==> src/rtl/cpu_muldiv_iter_if.sv <==
// cpu_muldiv_iter_if: start/busy/done handshake and operand/result bus
// between the CPU pipeline (master) and the iterative M-extension unit (slave).
interface cpu_muldiv_iter_if #(
    parameter int DATA_WIDTH = 32
);
    logic                  MD_Start;
    logic                  MD_Flush;
    logic [2:0]            MD_Funct3;
    logic [DATA_WIDTH-1:0] MD_Op1;
    logic [DATA_WIDTH-1:0] MD_Op2;
    logic                  MD_Busy;
    logic                  MD_Done;
    logic [DATA_WIDTH-1:0] MD_Result;

    // CPU side: issues requests, stalls on busy, collects the result
    modport master (
        output MD_Start,
        output MD_Flush,
        output MD_Funct3,
        output MD_Op1,
        output MD_Op2,
        input  MD_Busy,
        input  MD_Done,
        input  MD_Result
    );

    // Unit side: consumes requests, reports progress and result
    modport slave (
        input  MD_Start,
        input  MD_Flush,
        input  MD_Funct3,
        input  MD_Op1,
        input  MD_Op2,
        output MD_Busy,
        output MD_Done,
        output MD_Result
    );
endinterface

==> src/rtl/cpu_muldiv_iter.sv <==
// cpu_muldiv_iter: iterative RV32M multiply/divide unit.
// Operands are reduced to magnitudes when a request is accepted; the core
// then resolves one multiplier bit (shift-add) or one quotient bit
// (restoring division) per cycle and re-applies the sign on the last step.
// Divide-by-zero and signed overflow skip the iteration and go straight to
// DONE with a preloaded result. All outputs come straight from flops.
module cpu_muldiv_iter #(
    parameter int DATA_WIDTH = 32,
    parameter int CNT_WIDTH  = $clog2(DATA_WIDTH) + 1
) (
    input  logic              CPU_clk,
    input  logic              CPU_rst_n,
    cpu_muldiv_iter_if.slave  md
);
    localparam int W = DATA_WIDTH;

    localparam logic [W-1:0]         ZERO_W   = {W{1'b0}};
    localparam logic [W-1:0]         ONES_W   = {W{1'b1}};
    localparam logic [W-1:0]         MIN_W    = {1'b1, {(W-1){1'b0}}};
    localparam logic [2*W-1:0]       ZERO_2W  = {(2*W){1'b0}};
    localparam logic [W:0]           ZERO_W1  = {(W+1){1'b0}};
    localparam logic [CNT_WIDTH-1:0] CNT_ZERO = {CNT_WIDTH{1'b0}};
    localparam logic [CNT_WIDTH-1:0] CNT_ONE  = {{(CNT_WIDTH-1){1'b0}}, 1'b1};
    localparam logic [CNT_WIDTH-1:0] CNT_LAST = CNT_WIDTH'(W - 1);

    typedef enum logic [1:0] {
        ST_IDLE = 2'd0,
        ST_MUL  = 2'd1,
        ST_DIV  = 2'd2,
        ST_DONE = 2'd3
    } state_t;

    // Two's complement negation of a W-bit value
    function automatic logic [W-1:0] neg_w(input logic [W-1:0] v);
        return ~v + {{(W-1){1'b0}}, 1'b1};
    endfunction

    // Two's complement negation of a 2W-bit value
    function automatic logic [2*W-1:0] neg_2w(input logic [2*W-1:0] v);
        return ~v + {{(2*W-1){1'b0}}, 1'b1};
    endfunction

    // Architectural and working state
    state_t                 state_q;
    logic [2:0]             funct3_q;
    logic [W-1:0]           mcand_q;     // multiplicand (MUL) or divisor (DIV) magnitude
    logic [2*W-1:0]         acc_q;       // {high, multiplier} for MUL; low half is dividend/quotient for DIV
    logic [W:0]             rem_q;       // partial remainder of the restoring divider
    logic [CNT_WIDTH-1:0]   cnt_q;
    logic                   neg_res_q;   // product/quotient must be negated
    logic                   neg_rem_q;   // remainder must be negated (dividend was negative)
    logic [W-1:0]           res_q;       // final result staged for DONE
    logic                   busy_q;
    logic                   done_q;
    logic [W-1:0]           result_q;

    // Request decode, computed from the live inputs and used only in IDLE
    logic                   op1_signed_s;
    logic                   op2_signed_s;
    logic                   op1_neg_s;
    logic                   op2_neg_s;
    logic [W-1:0]           op1_mag_s;
    logic [W-1:0]           op2_mag_s;
    logic                   div_zero_s;
    logic                   div_ovf_s;
    logic                   special_s;
    logic [W-1:0]           special_res_s;

    // Iteration datapath
    logic [W:0]             mul_sum_s;
    logic [2*W-1:0]         mul_acc_s;
    logic [2*W-1:0]         mul_prod_s;
    logic [W-1:0]           mul_result_s;
    logic [W+1:0]           div_trial_s;
    logic [W+1:0]           div_diff_s;
    logic                   div_bit_s;
    logic [W:0]             div_rem_s;
    logic [W-1:0]           div_quo_s;
    logic [W-1:0]           div_result_s;
    logic [W-1:0]           iter_result_s;

    // Decode operand signedness, magnitudes and the divider special cases
    always_comb begin
        op1_signed_s  = 1'b0;
        op2_signed_s  = 1'b0;
        op1_mag_s     = md.MD_Op1;
        op2_mag_s     = md.MD_Op2;
        special_res_s = ONES_W;
        case (md.MD_Funct3)
            3'b000, 3'b001, 3'b100, 3'b110: begin
                op1_signed_s = 1'b1;
                op2_signed_s = 1'b1;
            end
            3'b010: begin
                op1_signed_s = 1'b1;
                op2_signed_s = 1'b0;
            end
            default: begin
                op1_signed_s = 1'b0;
                op2_signed_s = 1'b0;
            end
        endcase
        op1_neg_s = op1_signed_s & md.MD_Op1[W-1];
        op2_neg_s = op2_signed_s & md.MD_Op2[W-1];
        if (op1_neg_s) begin
            op1_mag_s = neg_w(md.MD_Op1);
        end else begin
            op1_mag_s = md.MD_Op1;
        end
        if (op2_neg_s) begin
            op2_mag_s = neg_w(md.MD_Op2);
        end else begin
            op2_mag_s = md.MD_Op2;
        end
        div_zero_s = (md.MD_Op2 == ZERO_W);
        // Only the signed forms (DIV/REM, funct3[0]=0) can overflow
        div_ovf_s  = ~md.MD_Funct3[0] & (md.MD_Op1 == MIN_W) & (md.MD_Op2 == ONES_W);
        special_s  = md.MD_Funct3[2] & (div_zero_s | div_ovf_s);
        if (div_zero_s) begin
            if (md.MD_Funct3[1]) begin
                special_res_s = md.MD_Op1;
            end else begin
                special_res_s = ONES_W;
            end
        end else begin
            if (md.MD_Funct3[1]) begin
                special_res_s = ZERO_W;
            end else begin
                special_res_s = MIN_W;
            end
        end
    end

    // One shift-add step: add the multiplicand into the high half when the
    // current multiplier LSB is set, then shift the whole accumulator right
    always_comb begin
        if (acc_q[0]) begin
            mul_sum_s = {1'b0, acc_q[2*W-1:W]} + {1'b0, mcand_q};
        end else begin
            mul_sum_s = {1'b0, acc_q[2*W-1:W]};
        end
        mul_acc_s = {mul_sum_s, acc_q[W-1:1]};
        if (neg_res_q) begin
            mul_prod_s = neg_2w(mul_acc_s);
        end else begin
            mul_prod_s = mul_acc_s;
        end
        if (funct3_q[1:0] == 2'b00) begin
            mul_result_s = mul_prod_s[W-1:0];
        end else begin
            mul_result_s = mul_prod_s[2*W-1:W];
        end
    end

    // One restoring-division step: shift in the next dividend bit, try to
    // subtract the divisor, keep the difference only if it did not go negative
    always_comb begin
        div_trial_s = {rem_q, acc_q[W-1]};
        div_diff_s  = div_trial_s - {2'b00, mcand_q};
        div_bit_s   = ~div_diff_s[W+1];
        if (div_bit_s) begin
            div_rem_s = div_diff_s[W:0];
        end else begin
            div_rem_s = div_trial_s[W:0];
        end
        div_quo_s = {acc_q[W-2:0], div_bit_s};
        if (funct3_q[1]) begin
            if (neg_rem_q) begin
                div_result_s = neg_w(div_rem_s[W-1:0]);
            end else begin
                div_result_s = div_rem_s[W-1:0];
            end
        end else begin
            if (neg_res_q) begin
                div_result_s = neg_w(div_quo_s);
            end else begin
                div_result_s = div_quo_s;
            end
        end
        if (funct3_q[2]) begin
            iter_result_s = div_result_s;
        end else begin
            iter_result_s = mul_result_s;
        end
    end

    // Control FSM with all working registers and registered outputs
    always_ff @(posedge CPU_clk or negedge CPU_rst_n) begin
        if (!CPU_rst_n) begin
            state_q   <= ST_IDLE;
            funct3_q  <= 3'b000;
            mcand_q   <= ZERO_W;
            acc_q     <= ZERO_2W;
            rem_q     <= ZERO_W1;
            cnt_q     <= CNT_ZERO;
            neg_res_q <= 1'b0;
            neg_rem_q <= 1'b0;
            res_q     <= ZERO_W;
            busy_q    <= 1'b0;
            done_q    <= 1'b0;
            result_q  <= ZERO_W;
        end else begin
            case (state_q)
                ST_IDLE: begin
                    done_q <= 1'b0;
                    // Flush wins over a simultaneous start
                    if (md.MD_Start && !md.MD_Flush) begin
                        funct3_q  <= md.MD_Funct3;
                        cnt_q     <= CNT_ZERO;
                        rem_q     <= ZERO_W1;
                        neg_res_q <= op1_neg_s ^ op2_neg_s;
                        neg_rem_q <= op1_neg_s;
                        if (md.MD_Funct3[2]) begin
                            mcand_q <= op2_mag_s;
                            acc_q   <= {ZERO_W, op1_mag_s};
                        end else begin
                            mcand_q <= op1_mag_s;
                            acc_q   <= {ZERO_W, op2_mag_s};
                        end
                        if (special_s) begin
                            res_q   <= special_res_s;
                            busy_q  <= 1'b0;
                            state_q <= ST_DONE;
                        end else if (md.MD_Funct3[2]) begin
                            busy_q  <= 1'b1;
                            state_q <= ST_DIV;
                        end else begin
                            busy_q  <= 1'b1;
                            state_q <= ST_MUL;
                        end
                    end else begin
                        busy_q  <= 1'b0;
                        state_q <= ST_IDLE;
                    end
                end
                ST_MUL: begin
                    done_q <= 1'b0;
                    if (md.MD_Flush) begin
                        busy_q  <= 1'b0;
                        state_q <= ST_IDLE;
                    end else begin
                        acc_q <= mul_acc_s;
                        cnt_q <= cnt_q + CNT_ONE;
                        if (cnt_q == CNT_LAST) begin
                            res_q   <= iter_result_s;
                            busy_q  <= 1'b0;
                            state_q <= ST_DONE;
                        end else begin
                            busy_q  <= 1'b1;
                            state_q <= ST_MUL;
                        end
                    end
                end
                ST_DIV: begin
                    done_q <= 1'b0;
                    if (md.MD_Flush) begin
                        busy_q  <= 1'b0;
                        state_q <= ST_IDLE;
                    end else begin
                        acc_q <= {acc_q[2*W-1:W], div_quo_s};
                        rem_q <= div_rem_s;
                        cnt_q <= cnt_q + CNT_ONE;
                        if (cnt_q == CNT_LAST) begin
                            res_q   <= iter_result_s;
                            busy_q  <= 1'b0;
                            state_q <= ST_DONE;
                        end else begin
                            busy_q  <= 1'b1;
                            state_q <= ST_DIV;
                        end
                    end
                end
                ST_DONE: begin
                    // Start and flush are both ignored here
                    result_q <= res_q;
                    done_q   <= 1'b1;
                    busy_q   <= 1'b0;
                    state_q  <= ST_IDLE;
                end
                default: begin
                    done_q  <= 1'b0;
                    busy_q  <= 1'b0;
                    state_q <= ST_IDLE;
                end
            endcase
        end
    end

    assign md.MD_Busy   = busy_q;
    assign md.MD_Done   = done_q;
    assign md.MD_Result = result_q;

endmodule

==> src/flat_wrapper.sv <==
// flat-port wrapper written by rule: the top's interface ports become plain ports
module cpu_muldiv_iter_flat 
#(
    parameter int DATA_WIDTH = 32,
    parameter int CNT_WIDTH  = $clog2(DATA_WIDTH) + 1
)
  (CPU_clk, CPU_rst_n, md_MD_Start, md_MD_Flush, md_MD_Funct3, md_MD_Op1, md_MD_Op2, md_MD_Busy, md_MD_Done, md_MD_Result);
  cpu_muldiv_iter_if #(.DATA_WIDTH(DATA_WIDTH)) md_i ();
  input  logic CPU_clk;
  input  logic CPU_rst_n;
  input wire logic [$bits(md_i.MD_Start)-1:0] md_MD_Start;
  input wire logic [$bits(md_i.MD_Flush)-1:0] md_MD_Flush;
  input wire logic [$bits(md_i.MD_Funct3)-1:0] md_MD_Funct3;
  input wire logic [$bits(md_i.MD_Op1)-1:0] md_MD_Op1;
  input wire logic [$bits(md_i.MD_Op2)-1:0] md_MD_Op2;
  output wire logic [$bits(md_i.MD_Busy)-1:0] md_MD_Busy;
  output wire logic [$bits(md_i.MD_Done)-1:0] md_MD_Done;
  output wire logic [$bits(md_i.MD_Result)-1:0] md_MD_Result;
  assign md_i.MD_Start = md_MD_Start;
  assign md_i.MD_Flush = md_MD_Flush;
  assign md_i.MD_Funct3 = md_MD_Funct3;
  assign md_i.MD_Op1 = md_MD_Op1;
  assign md_i.MD_Op2 = md_MD_Op2;
  assign md_MD_Busy = md_i.MD_Busy;
  assign md_MD_Done = md_i.MD_Done;
  assign md_MD_Result = md_i.MD_Result;
  cpu_muldiv_iter #(.DATA_WIDTH(DATA_WIDTH), .CNT_WIDTH(CNT_WIDTH)) u_core (.CPU_clk(CPU_clk), .CPU_rst_n(CPU_rst_n), .md(md_i));
endmodule
==> config.mk <==
export PLATFORM = sky130hd
export DESIGN_NAME = cpu_muldiv_iter_flat
export DESIGN_NICKNAME = d
export VERILOG_FILES = /design/src/rtl/cpu_muldiv_iter_if.sv /design/src/rtl/cpu_muldiv_iter.sv /design/src/flat_wrapper.sv
export SDC_FILE = /design/constraint.sdc
export NUM_CORES = 1
export LEC_CHECK = 0
export ABC_CLOCK_PERIOD_IN_PS = 6200
export BUFFER_PORTS_ARGS = -buffer_cell sky130_fd_sc_hd__buf_4
export CAP_MARGIN = 20
export CORE_MARGIN = 2
export CORE_UTILIZATION = 45
export DETAILED_ROUTE_END_ITERATION = 8
export RECOVER_POWER = 50
export SLEW_MARGIN = 25
export SYNTH_ARGS = -nofsm -noshare
export SYNTH_HDL_FRONTEND = slang
export SYNTH_SLANG_ARGS = --single-unit
==> constraint.sdc <==
create_clock -name CPU_clk -period 6.2 [get_ports CPU_clk]
set_clock_uncertainty 0.2 [all_clocks]
set_input_delay 1.24 -clock CPU_clk [delete_from_list [all_inputs] [get_ports CPU_clk]]
set_output_delay 1.24 -clock CPU_clk [all_outputs]
set_load 0.1 [all_outputs]
[Word-level counts from Yosys, hierarchy flattened]
Index checks and enable logic that the tools add are counted.
Word-level totals
  flip-flop bits (word level): 208
  bits of input ports: 71
  output and inout bits: 34
  logic and storage cells: 118
Operators by class
  add/subtract/negate cells: 8
  eq/ne operators: 16
  muxes and demuxes: 46
  bitwise operators: 15
  reductions and logical operators: 20
Operator list (number)
  32-bit two-way mux: 17
  64-bit two-way mux: 3
  64-bit one-hot mux with 3 select lines: 1
  33-bit two-way mux: 4
  32-bit by 1-bit adder with 32-bit output (second input constant): 4
  32-bit NOT: 4
  33-bit one-hot mux with 2 select lines: 1
  64-bit by 1-bit adder with 64-bit output (second input constant): 1
  32-bit equality test (second input constant): 2
  64-bit NOT: 1
  32-bit one-hot mux with 2 select lines: 1
  34-bit by 32-bit subtractor with 34-bit output: 1
  32-bit by 32-bit adder with 33-bit output: 1
  32-bit logical NOT: 1
  2-bit two-way mux: 6
  6-bit two-way mux: 2
  6-bit one-hot mux with 2 select lines: 1
  2-bit one-hot mux with 4 select lines: 1
  4-bit AND reduction: 2
  1-bit two-way mux: 7
  6-bit by 1-bit adder with 6-bit output (second input constant): 1
  3-bit equality test (second input constant): 2
  6-bit by 5-bit equality test with 1-bit output (second input constant): 1
  2-bit by 1-bit != test with 1-bit output (second input constant): 3
  other kinds (24): 37

[Depth between registers and ports, before layout]
Gate-level depths: netlist of the first run.
  depth after elaboration: 10
  mapped depth: 27
  gate-level depth less buffers: 24

[Worst setup path after synthesis of the first run]
No wires, ideal clock.
  kind: reg2reg
  from: register u_core.rem_q[3]
  to: register u_core.res_q[28]
  setup time: 120 ps
  arrival: 5295 ps
  required time: 5880 ps
  path slack: 585 ps
  stages on the path, launching flop included: 24
  cells stage by stage: dfrtp_1 ha_1 buf_6 a21o_1 a31o_2 o2111ai_1 nand3_1 a21oi_1 xnor2_2 inv_2 buf_1 clkbuf_1 o21ai_0 inv_1 ha_1 o211ai_1 nor4_1 nor4b_1 nor4b_1 o21ai_0 o41ai_1 xnor2_1 nand2_1 a31o_2
On the way
  cells in the longest elaborated chain, start to end: 10
RTL lines
  from (decl): RTL line cpu_muldiv_iter.sv:48  | logic [W:0] rem_q;
  from (signal assigned): RTL line cpu_muldiv_iter.sv:261  | rem_q <= div_rem_s;
  34-bit by 32-bit subtractor with 34-bit output: RTL line cpu_muldiv_iter.sv:159  | div_diff_s = div_trial_s - {2'b00, mcand_q};
  33-bit two-way mux or 1-bit NOT (tied branches): RTL line cpu_muldiv_iter.sv:161, cpu_muldiv_iter.sv:160
  32-bit NOT: RTL line cpu_muldiv_iter.sv:35  | return ~v + {{(W-1){1'b0}}, 1'b1};
  32-bit by 1-bit adder with 32-bit output: RTL line cpu_muldiv_iter.sv:35
  32-bit two-way mux (on tied branches): RTL line cpu_muldiv_iter.sv:168, cpu_muldiv_iter.sv:174
  32-bit two-way mux (*): RTL line cpu_muldiv_iter.sv:167  | if (funct3_q[1]) begin
  32-bit two-way mux (*): RTL line cpu_muldiv_iter.sv:180  | if (funct3_q[2]) begin
  32-bit two-way mux (*): RTL line cpu_muldiv_iter.sv:244, cpu_muldiv_iter.sv:263
  32-bit two-way mux (*): RTL line cpu_muldiv_iter.sv:238  | if (md.MD_Flush) begin
  32-bit one-hot mux with 2 select lines (*): RTL line cpu_muldiv_iter.sv:203  | case (state_q)
  to (signal assigned): RTL line cpu_muldiv_iter.sv:221  | res_q <= special_res_s;
  to (signal assigned): RTL line cpu_muldiv_iter.sv:245  | res_q <= iter_result_s;
  to (signal assigned): RTL line cpu_muldiv_iter.sv:264  | res_q <= iter_result_s;
  to (decl): RTL line cpu_muldiv_iter.sv:52  | logic [W-1:0] res_q;
Every way passes the cells marked *; elsewhere a longest branch is shown, timed or not. The select of a mux whose other input is x is not followed.
A chain may end at the register's enable or synchronous reset.

[Final worst setup path of the first run]
  from: input md_MD_Flush
  to: register u_core.mcand_q[31]
On the way
  cells in the longest elaborated chain, start to end: 3
RTL lines
  from (decl): RTL line flat_wrapper.sv:12  | input wire logic [$bits(md_i.MD_Flush)-1:0] md_MD_Flush;
  1-bit logical NOT: RTL line cpu_muldiv_iter.sv:207  | if (md.MD_Start && !md.MD_Flush) begin
  1-bit logical AND: RTL line cpu_muldiv_iter.sv:207
  2-bit AND reduction (no line)
  to (signal assigned): RTL line cpu_muldiv_iter.sv:214  | mcand_q <= op2_mag_s;
  to (signal assigned): RTL line cpu_muldiv_iter.sv:217  | mcand_q <= op1_mag_s;
  to (decl): RTL line cpu_muldiv_iter.sv:46  | logic [W-1:0] mcand_q;
No other way between the ends.

==> run_results.csv, run 1 <==
group,metric,value,unit
yosys,synth_top_area_share,26.6,%
global_routing,gr-total-overflow,0,
sta,hold_violations,0,
power,p_per_area,352,nW/um2
routing,routed_wl,81.6,mm
yosys,ys_top_cells_by_area,"dfrtp_1 (27%), o21ai_0 (7.2%), nand2_1 (6.3%)",
clocking,ctsLongestPathBuffers,3,
sta,fmax,170,MHz
routing,vias,20525,
sta,relSlewSlack,-116,%
global_routing,grt_max_degree,106,
die,start_util,45.6,%
yosys,postSynth.asyncResetShare,100,%
yosys,ys_seq_area_share,26.6,%
power,leakagePower,8.90,nW
routing,drc_errors,0,
clocking,cts_root_buf,"clkbuf_16",
routing,wl_per_cell,25.5,um
clocking,cts_sinks,208,
yosys,syn_area_per_cell,7.53,um2
routing,drtPass1Iterations,6,
clocking,cts.reportedPaths.clkPinSlew,0.06,ns
die,fp.dieH,213,um
yosys,synth_nets,2750,
routing,via_per_inst,6.42,
sta,finalSetupViolCount,0,
clocking,cts_buffers,28,
sta,slew_violations,205,
die,rows,76,
worst_setup_path,startpoint_type,"input pin",
finish,antenna_cells,0,
worst_setup_path,critical_path_required,6.41,ns
worst_setup_path,crit_chain,"buf_4, nand3b_1, clkbuf_1, inv_1, o21ai_0, o21ai_0",
yosys,ys_ff_latch,208,
worst_setup_path,cp-end-kind,"flip-flop",
run_status,status,"finished with violations",
finish,nNetsFinal,2742,
sta,setup_tns,0,ns
yosys,synth_cell_type_count,88,
placement,dp_hpwl,63.9,mm
sta,worst_slew_pin_slew,3.24,ns
placement,gp_congestion,0.998,
global_routing,grtUsageTotal,35.9,%
die,die_x,213,um
routing,first_iter_violations,2221,
worst_setup_path,worstPathMaxFanout,63,
die,ios,105,
finish,final_layout_size_suffix_gt1_share,10.6,%
placement,portBuffers,104,
hold_path,min_path_type,"reg2reg",
global_routing,grt_pass1_vias,18934,
clocking,cts_tree,"done",
finish,final_common_cell,"nand2_1",
clocking,postCtsSetupBuffers,0,
yosys,synth_edf_count,0,
finish,final_cell_mix,"nand2_1 (329), o21ai_0 (281), nor2_1 (236), a21oi_1 (220), dfrtp_1 (206)",
worst_setup_path,cp_data_arrival_time,6.07,ns
worst_setup_path,crit_slowest_cell,"clkbuf_1",
run_status,violations,"max-capacitance violations, max-slew violations",
power,peakVddDrop,0.288,mV
job,cap_violations,3,
yosys,synthesis.area,19600,um2
worst_setup_path,worst-setup-path-type,"in2reg",
sta,period_share,94.6,%
clocking,h-tree-depth,1,
finish,syn2layout_area_growth,10.8,%
clocking,insertion_delay,0.59,ns
yosys,yosysWarningCount,0,
worst_setup_path,cpPeakStageDelay,2.28,ns
die,die_area,45200,um2
routing,drt.antenna.violating_nets,0,
worst_setup_path,crit_top_cell,"o21ai_0",
die,core,43000,um2
yosys,yosysTopAreaCell,"dfrtp_1",
yosys,synthCells,2601,
global_routing,grt_pass1_wl,121,mm
finish,final_util,50.5,%
yosys,synth_ff_type,"dfrtp_1",
global_routing,antenna_found_initial,2,
sta,finalCriticalPeriod,5.87,ns
sta,rsz0062_at_grt,"false",
==> stage by stage <==
step	cells	total power [W]	setup slack [ns]	cell area [um2]	hold WS [ns]
after floorplan	2601	0.00462	0.585	19600	0.244
after global placement	3148	0.00583	0.500	20700	0.273
after detailed placement	3148	0.00585	0.372	20700	0.274
after CTS	3199	0.00756	0.307	21700	0.287
after global routing	3199	0.00800	0.0224	21700	0.320
final	3199	0.00764	0.333	21700	0.286
==> cell families (layout without fill, tap and decap cells) <==
logic type	Yosys count	in the layout	synth area share [%]
DFF	208	208	26.6
and+or+nand+nor	882	882	20.9
AOI/OAI and AO/OA	863	863	27.5
muxes	98	98	5.31
adders and majority gates	78	78	5.06
xor gates and xnor gates	211	211	9.47
buffers and inverters	261	274	5.17
==> sequential cells by signal, summed over array words and instances (netlist names), 2 cells and up <==
register             cells
u_core.acc_q            64
u_core.cnt_q             6
u_core.md.MD_Result     32
u_core.state_q           2
u_core.rem_q            33
u_core.res_q            32
u_core.funct3_q          3
u_core.mcand_q          32
==> report_power, final <==
group / internal (W) / total [W] / switching (W)
Sequential: 0.00166 / 0.00212 / 0.000458
Clock: 0.000997 / 0.00170 / 0.000701
Combinational: 0.00120 / 0.00383 / 0.00262
==> repair_timing <==
item	in CTS	in global routing
gates resized for setup	0	3
setup endpoints to repair	0	3
hold buffers	0	0
hold endpoints to repair	0	0
==> routing by layer <==
metal	wire length, um	part of all wire [%]	vias up	track usage, %
li1	-	-	9425	-
met1	33800	41	9806	48.9
met2	34800	43	1088	53.6
met3	7100	8.7	206	5.58
met4	5880	7.2	0	21.3
met5	0	0	-	0
==> worst max-delay path, delay by kind of cell <==
family	cells	cell delay, ns
compound gates	2	0.94
simple gates	1	0.12
buf+inv	3	3.76
==> Yosys cell counts, types with 6 or more instances <==
cell and number:
o41ai_1 9, o21bai_1 6, mux2i_1 50, nor2b_1 7, nand3_1 43, nand4_1 27
a21oi_1 222, o2111ai_1 11, xnor2_1 120, a211oi_1 25, or3_1 32, ha_1 76
and3_1 15, nand2_1 330, nor3_1 61, a22o_1 14, clkbuf_1 160, a21o_1 25
o221ai_1 13, mux2_2 48, inv_1 77, dfrtp_1 208, a221oi_1 12, o31ai_1 41
o22ai_1 7, nor3b_1 6, or4_1 14, nor2_1 237, nand2b_1 18, and2_1 18
nor4_1 34, or2_2 10, o311ai_0 7, a31oi_1 24, buf_1 12, xor2_1 90
o211ai_1 46, o21ai_0 281, o21a_1 20, a31o_2 7, o31a_1 9, a22oi_1 32
==> area by class of cell <==
cell class	instances	area [um2]
Inverter	78	293
Sequential cell	208	5210
Tap cell	585	732
Fill cell	4297	21300
Multi-Input combinational cell	2132	13400
Timing Repair Buffer	145	1090
Clock inverter	16	201
Clock buffer	35	757
==> worst paths after layout <==
| kind | startpoint | to | slack, ns | depth (start not counted) |
|---|---|---|---|---|
| worst min-delay path | u_core.res_q[6] | u_core.res_q[6] | 0.29 | 2 |
| worst max register to register | u_core.state_q[0] | u_core.mcand_q[31] | 0.38 | 7 |
| min in group asynchronous | CPU_rst_n | u_core.rem_q[30] | 1.30 | 1 |
| max in group asynchronous | CPU_rst_n | u_core.neg_res_q | 2.58 | 1 |
| worst max-delay path | md_MD_Flush | u_core.mcand_q[31] | 0.33 | 6 |
| worst min register to register | u_core.res_q[6] | u_core.res_q[6] | 0.29 | 2 |
(Power assumes the default switching activity.)
==> run 2: changes to the inputs <==
Settings changed: CORE_ASPECT_RATIO from default to 0.9.
==> run 2 against run 1 <==
- the flow still finishes with violations (max-capacitance violations, max-slew violations)
- die area is essentially flat
- critical path depth is 14 higher
- sequential share of layout area is 0.21 points higher
- via count grew 1.1%
- global-route usage is 0.83 points higher
- first-iteration DRC count is 23% higher
- design area is 0.86% lower
- critical path type is now reg2reg
- largest power group unchanged
==> run_results.csv, run 2 (synthesized netlist as in run 1, its figures left out) <==
group,metric,value,unit
worst_setup_path,critical_path_required,6.46,ns
clocking,postCtsSetupBuffers,0,
clocking,cts_buffers,25,
sta,finalSetupViolCount,0,
hold_path,min_path_type,"reg2reg",
routing,first_iter_violations,2735,
global_routing,grt_max_degree,127,
placement,dp_hpwl,65.2,mm
die,start_util,45.6,%
job,cap_violations,3,
run_status,status,"finished with violations",
worst_setup_path,crit_slowest_cell,"dfrtp_1",
worst_setup_path,crit_start,"u_core.rem_q[3]",
worst_setup_path,cp-end-kind,"flip-flop",
sta,period_share,92.4,%
routing,drtPass1Iterations,6,
finish,syn2layout_area_growth,9.86,%
run_status,violations,"max-capacitance violations, max-slew violations",
sta,finalCriticalPeriod,5.73,ns
power,peakVddDrop,0.238,mV
clocking,cts_sinks,208,
routing,wl_met3,8.18,mm
routing,dr.max_layer_used,"met4",
placement,placed_area,20700,um2
finish,fillCellCount,4258,
clocking,insertion_delay,0.58,ns
global_routing,grt_pass1_vias,18809,
clocking,cts_hold_buffers,0,
global_routing,grtUsageTotal,36.7,%
clocking,cts.reportedPaths.clkPinSlew,0.07,ns
clocking,h-tree-depth,1,
sta,rsz0062_at_grt,"false",
finish,final_layout_size_suffix_gt1_share,10.4,%
routing,routed_wl,84.3,mm
finish,regMostFlops,"u_core.acc_q",
worst_setup_path,cp_data_arrival_time,5.99,ns
sta,slew_violations,181,
power,leakagePower,8.84,nW
die,die_x,224,um
routing,wl_per_cell,26.6,um
sta,relSlewSlack,-174,%
worst_setup_path,startpoint_type,"flip-flop",
worst_setup_path,worstPathMaxFanout,7,
finish,final_common_cell,"nand2_1",
worst_setup_path,r2r_setup_slack,0.47,ns
sta,setup_tns,0,ns
routing,met2WireLength,36.0,mm
clocking,cts_tree,"done",
routing,drt-met1-wl,37.1,mm
worst_setup_path,cpPeakStageDelay,0.45,ns
finish,final_cell_area,21500,um2
worst_setup_path,worst-setup-path-type,"reg2reg",
power,p_total,0.00754,W
routing,drc_errors,0,
clocking,ctsLongestPathBuffers,3,
finish,largest_reg_flops,64,
die,die_area,45200,um2
global_routing,gr-total-overflow,0,
die,ios,105,
finish,final_cell_mix,"nand2_1 (329), o21ai_0 (280), nor2_1 (236), a21oi_1 (219), dfrtp_1 (206)",
die,rows,72,
sta,hold_violations,0,
sta,worst_slew_pin_slew,4.11,ns
sta,fmax,175,MHz
worst_setup_path,r2r_start,"u_core.rem_q[3]",
routing,via_per_inst,6.56,
die,core,43000,um2
placement,portBuffers,104,
clocking,cts_root_buf,"clkbuf_16",
die,fp.dieH,202,um
routing,drt.antenna.violating_nets,0,
power,p_per_area,350,nW/um2
finish,top_regs,"u_core.acc_q: 64 flops, u_core.rem_q: 33 flops",
routing,vias,20747,
placement,gp_congestion,1.00,
finish,nNetsFinal,2739,
worst_setup_path,crit_chain,"ha_1, a21o_1, a31o_2, o2111ai_2, nand3_2, a21oi_4, xnor2_4, inv_2, mux2i_1, ha_1, o211ai_1, nor4_1, buf_4, nor4b_1, nor4b_1, o21ai_0, o41ai_1, xnor2_1, nand2_1, a31o_2",
hold_path,min_from,"u_core.res_q[2]",
global_routing,antenna_found_initial,2,
global_routing,grt_pass1_wl,125,mm
run 2: cell type report:
class                           count  area, um2  area share (%)
Clock inverter                     12        101           0.471
Clock buffer                       33        696            3.23
Inverter                           78        293            1.36
Sequential cell                   208       5210            24.2
Multi-Input combinational cell   2132      13400            62.4
Timing Repair Buffer              145       1100            5.09
Tap cell                          555        694            3.23
Antenna cell                        1       2.50          0.0116
run 2: through the flow:
stage | utilization (%) | worst slack, ns | hold slack [ns] | std cells
after global routing | 50.1 | 0.119 | 0.309 | 3163
after floorplan | - | 0.585 | 0.244 | 2601
final | 50.1 | 0.474 | 0.295 | 3164
after detailed placement | 48.2 | 0.244 | 0.278 | 3118
after CTS | 50.0 | 0.220 | 0.293 | 3163
after global placement | 48.2 | 0.464 | 0.273 | 3118
run 2: final timing paths:
path / endpoint / cells after the start
max in group asynchronous: u_core.mcand_q[11] / 1
max reg2reg: u_core.res_q[28] / 20
min: u_core.res_q[2] / 2
max: u_core.res_q[28] / 20
min in group asynchronous: u_core.cnt_q[5] / 1
min reg2reg: u_core.res_q[2] / 2
run 2: worst max-delay path: cells and delay by family, from the launching register on:
kind | cells | cell delay [ns]
AO/OA/AOI/OAI | 8 | 2.13
AND/OR/NAND/NOR | 5 | 1.27
adder cells (fa/ha/maj) | 2 | 0.67
flip-flops | 1 | 0.45
multiplexers | 1 | 0.34
buffers and inverters | 2 | 0.34
XOR/XNOR | 2 | 0.24
run 2: repair_timing:
action / 4_1_cts / 5_1_grt
resized for setup: 0 / 6
setup endpoints to repair: 0 / 5
endpoints found under the hold margin: 0 / 0
run 2: metal layers:
layer	vias up	global-route usage [%]
met5	-	0
met4	0	10.8
met3	126	6.56
met2	1080	54.6
met1	10123	53.9
li1	9418	-
run 2: power by group:
part           total [W]  internal (W)  switching, W  leakage, nW
clock network    0.00150      0.000833      0.000670        0.393
logic            0.00391       0.00120       0.00270         5.74
registers        0.00213       0.00166      0.000471         2.70
total            0.00754       0.00370       0.00384         8.84
==> run 3: changes to the inputs <==
Settings changed: ABC_AREA from default to 1.
==> run 3 against run 2 <==
- the run still ends with max-capacitance violations, max-slew violations left
- first-iteration DRC count increased by 18%
- count of clock-buffer cells in the layout decreased by 1
- maximum frequency increased by 11%
- combinational power decreased by 5.1%
- design area increased by 4.9%
- total power decreased by 1.9%
- routed wire length increased by 9.1%
- non-clock buffer count decreased by 9
- clock power increased by 10%
- worst setup slack improved by 0.56 ns
- critical path depth decreased by 8
- global-route usage increased by 1.5 points
- critical path type unchanged
==> run_results.csv, run 3 <==
group,metric,value,unit
yosys,ys_top_cells_by_area,"dfrtp_1 (26%), nand2_1 (16%), inv_1 (7.7%)",
yosys,synth_ff_type,"dfrtp_1",
finish,seqCellArea,5210,um2
placement,portBuffers,104,
yosys,postSynth.asyncResetShare,100,%
clocking,cts_hold_buffers,0,
sta,hold_violations,0,
yosys,ys_seq_area_share,25.5,%
finish,final_cell_mix,"nand2_1 (890), inv_1 (417), nor2_1 (360), nand3_1 (237), o21ai_0 (214)",
yosys,ys_ff_latch,208,
finish,fillCellCount,4655,
yosys,synth_top_area_share,25.5,%
sta,rsz0062_at_grt,"false",
global_routing,gr-total-overflow,0,
finish,top_regs,"u_core.acc_q: 64 flops, u_core.rem_q: 33 flops",
worst_setup_path,startpoint_type,"flip-flop",
worst_setup_path,crit_top_cell,"nor2_1",
routing,wl_per_cell,23.2,um
placement,gp_congestion,1.08,
power,p_per_area,328,nW/um2
worst_setup_path,worst-path-buf-inv,4,
finish,largest_reg_flops,64,
hold_path,min_from,"u_core.md.MD_Result[27]",
routing,via_per_inst,5.99,
finish,final_util,50.8,%
yosys,synth_commonest_cells,"nand2_1 (891), inv_1 (419), nor2_1 (362), nand3_1 (237), o21ai_0 (215)",
worst_setup_path,reg2regPathDepth,12,
clocking,cts.reportedPaths.clkPinSlew,0.06,ns
yosys,yosysTopAreaCell,"dfrtp_1",
worst_setup_path,rr_endpoint,"u_core.res_q[23]",
routing,dr.max_layer_used,"met5",
clocking,cts_buffers,26,
routing,vias,23786,
yosys,synth_edf_count,0,
finish,final_common_cell,"nand2_1",
clocking,cts-resized-gates,0,
clocking,ctsLongestPathBuffers,3,
clocking,cts_sinks,208,
clocking,cts_root_buf,"clkbuf_16",
routing,drt.antenna.violating_nets,0,
sta,finalSetupViolCount,0,
clocking,h-tree-depth,1,
global_routing,grt_pass1_wl,136,mm
sta,finalCriticalPeriod,5.16,ns
global_routing,grt_max_degree,118,
worst_setup_path,r2r_start,"u_core.state_q[0]",
worst_setup_path,crit_start,"u_core.state_q[0]",
worst_setup_path,crit_end,"u_core.res_q[23]",
global_routing,antenna_found_initial,4,
finish,syn2layout_area_growth,10.7,%
worst_setup_path,cp_data_arrival_time,5.41,ns
sta,setup_tns,0,ns
power,leakagePower,11.6,nW
yosys,synthesis.area,20400,um2
routing,wl_met3,10.5,mm
routing,drtPass1Iterations,8,
worst_setup_path,worstPathMaxFanout,42,
worst_setup_path,critical_path_required,6.45,ns
die,die_x,228,um
die,fp.dieH,206,um
clocking,postCtsSetupBuffers,0,
hold_path,min_path_type,"reg2reg",
die,start_util,45.9,%
yosys,synth_cell_type_count,61,
routing,routed_wl,92.0,mm
sta,worst_slew_pin_slew,4.00,ns
worst_setup_path,r2r_setup_slack,1.04,ns
run_status,violations,"max-capacitance violations, max-slew violations",
worst_setup_path,cpPeakStageDelay,1.03,ns
worst_setup_path,cp-end-kind,"flip-flop",
finish,multiInputGateArea,13100,um2
worst_setup_path,worst-setup-path-type,"reg2reg",
placement,dp_hpwl,73.4,mm
worst_setup_path,crit_slowest_cell,"clkbuf_1",
die,ios,105,
yosys,synth_most_common_cell,"nand2_1",
job,cap_violations,1,
routing,drc_errors,0,
worst_setup_path,crit_chain,"ha_1, clkbuf_1, inv_1, o21ai_0, nor2_1, nor2_1, nor2_1, nand2_1, buf_4, inv_1, nor2_1, a21oi_2",
global_routing,grtUsageTotal,38.2,%
finish,nNetsFinal,3498,
clocking,insertion_delay,0.57,ns
sta,slew_violations,61,
yosys,synthCells,3311,
sta,fmax,194,MHz
finish,final_layout_size_suffix_gt1_share,7.40,%
die,die_area,47000,um2
run_status,status,"finished with violations",
clocking,cts_tree,"done",
die,rows,73,
sta,relSlewSlack,-166,%
worst_setup_path,path_delay_family,"buffers and inverters",
finish,regMostFlops,"u_core.acc_q",
sta,period_share,83.3,%
global_routing,grt_pass1_vias,21332,
yosys,yosysWarningCount,0,
yosys,synth_nets,3460,
routing,first_iter_violations,3220,
routing,met2WireLength,37.1,mm
routing,drt-met1-wl,39.6,mm
die,core,44400,um2
worst_setup_path,worst-path-stages,12,
yosys,syn_area_per_cell,6.15,um2
power,peakVddDrop,0.200,mV
-- run 3: cell count changes after synthesis, sizes merged, moves of 50 or more --
cell,change
o22ai,+86
xnor2,-97
nand2,+590
inv,+345
nor2,+135
clkbuf,-57
nand3,+198
o21ai,-52
mux2i,-50
-- run 3: worst min path at each step --
stage                                         end  cells after the start
after floorplan           u_core.md.MD_Result[10]                      2
after global placement    u_core.md.MD_Result[27]                      2
after detailed placement  u_core.md.MD_Result[12]                      2
after CTS                 u_core.md.MD_Result[27]                      2
after global routing      u_core.md.MD_Result[30]                      2
final                     u_core.md.MD_Result[27]                      2
-- run 3: layer usage --
metal	track usage [%]	up-vias
met2	54.5	1353
met4	17.0	2
met5	0	-
met3	8.40	189
li1	-	11044
met1	55.0	11198
-- run 3: where the power goes --
part	leakage (nW)	internal (W)	switching, W	total (W)
clock network	0.436	0.000984	0.000664	0.00165
logic	8.44	0.000976	0.00273	0.00371
registers	2.69	0.00166	0.000388	0.00204
total	11.6	0.00362	0.00378	0.00740
-- run 3: worst register-to-register path, stage by stage (launching register included) --
cell and delay, ns:
dfrtp_1 0.41, ha_1 0.22, clkbuf_1 1.03, inv_1 0.78
o21ai_0 0.39, nor2_1 0.15, nor2_1 0.44, nor2_1 0.15
nand2_1 0.12, buf_4 0.38, inv_1 0.50, nor2_1 0.26
a21oi_2 0.04
-- run 3: final cells by class --
type | count | share of cell area (%)
Clock inverter | 13 | 0.821
Antenna cell | 2 | 0.0222
Tap cell | 600 | 3.33
Inverter | 425 | 7.07
Clock buffer | 32 | 3.17
Multi-Input combinational cell | 2552 | 57.9
Sequential cell | 208 | 23.1
Timing Repair Buffer | 136 | 4.60
-- run 3: cell families (layout without fill, tap and decap cells) --
group / count (synthesis) / after routing / synth area share (%)
flip-flops: 208 / 208 / 25.5
adder cells (fa/ha/maj): 78 / 78 / 4.86
AND/OR/NAND/NOR: 1703 / 1703 / 35.8
buffers and inverters: 551 / 606 / 10.4
XOR/XNOR: 94 / 94 / 4.04
AO/OA/AOI/OAI: 677 / 677 / 19.3
other: 0 / 2 / 0
-- run 3: metrics by stage --
step	cells	hold WS [ns]	setup WS [ns]	power (W)	area [um2]
floorplan	3311	0.251	2.56	0.00439	20400
CTS	3965	0.275	1.66	0.00729	22600
global route	3966	0.297	0.671	0.00776	22600
global placement	3920	0.256	1.33	0.00563	21700
detailed placement	3920	0.260	1.35	0.00564	21700
finish	3968	0.269	1.04	0.00740	22600
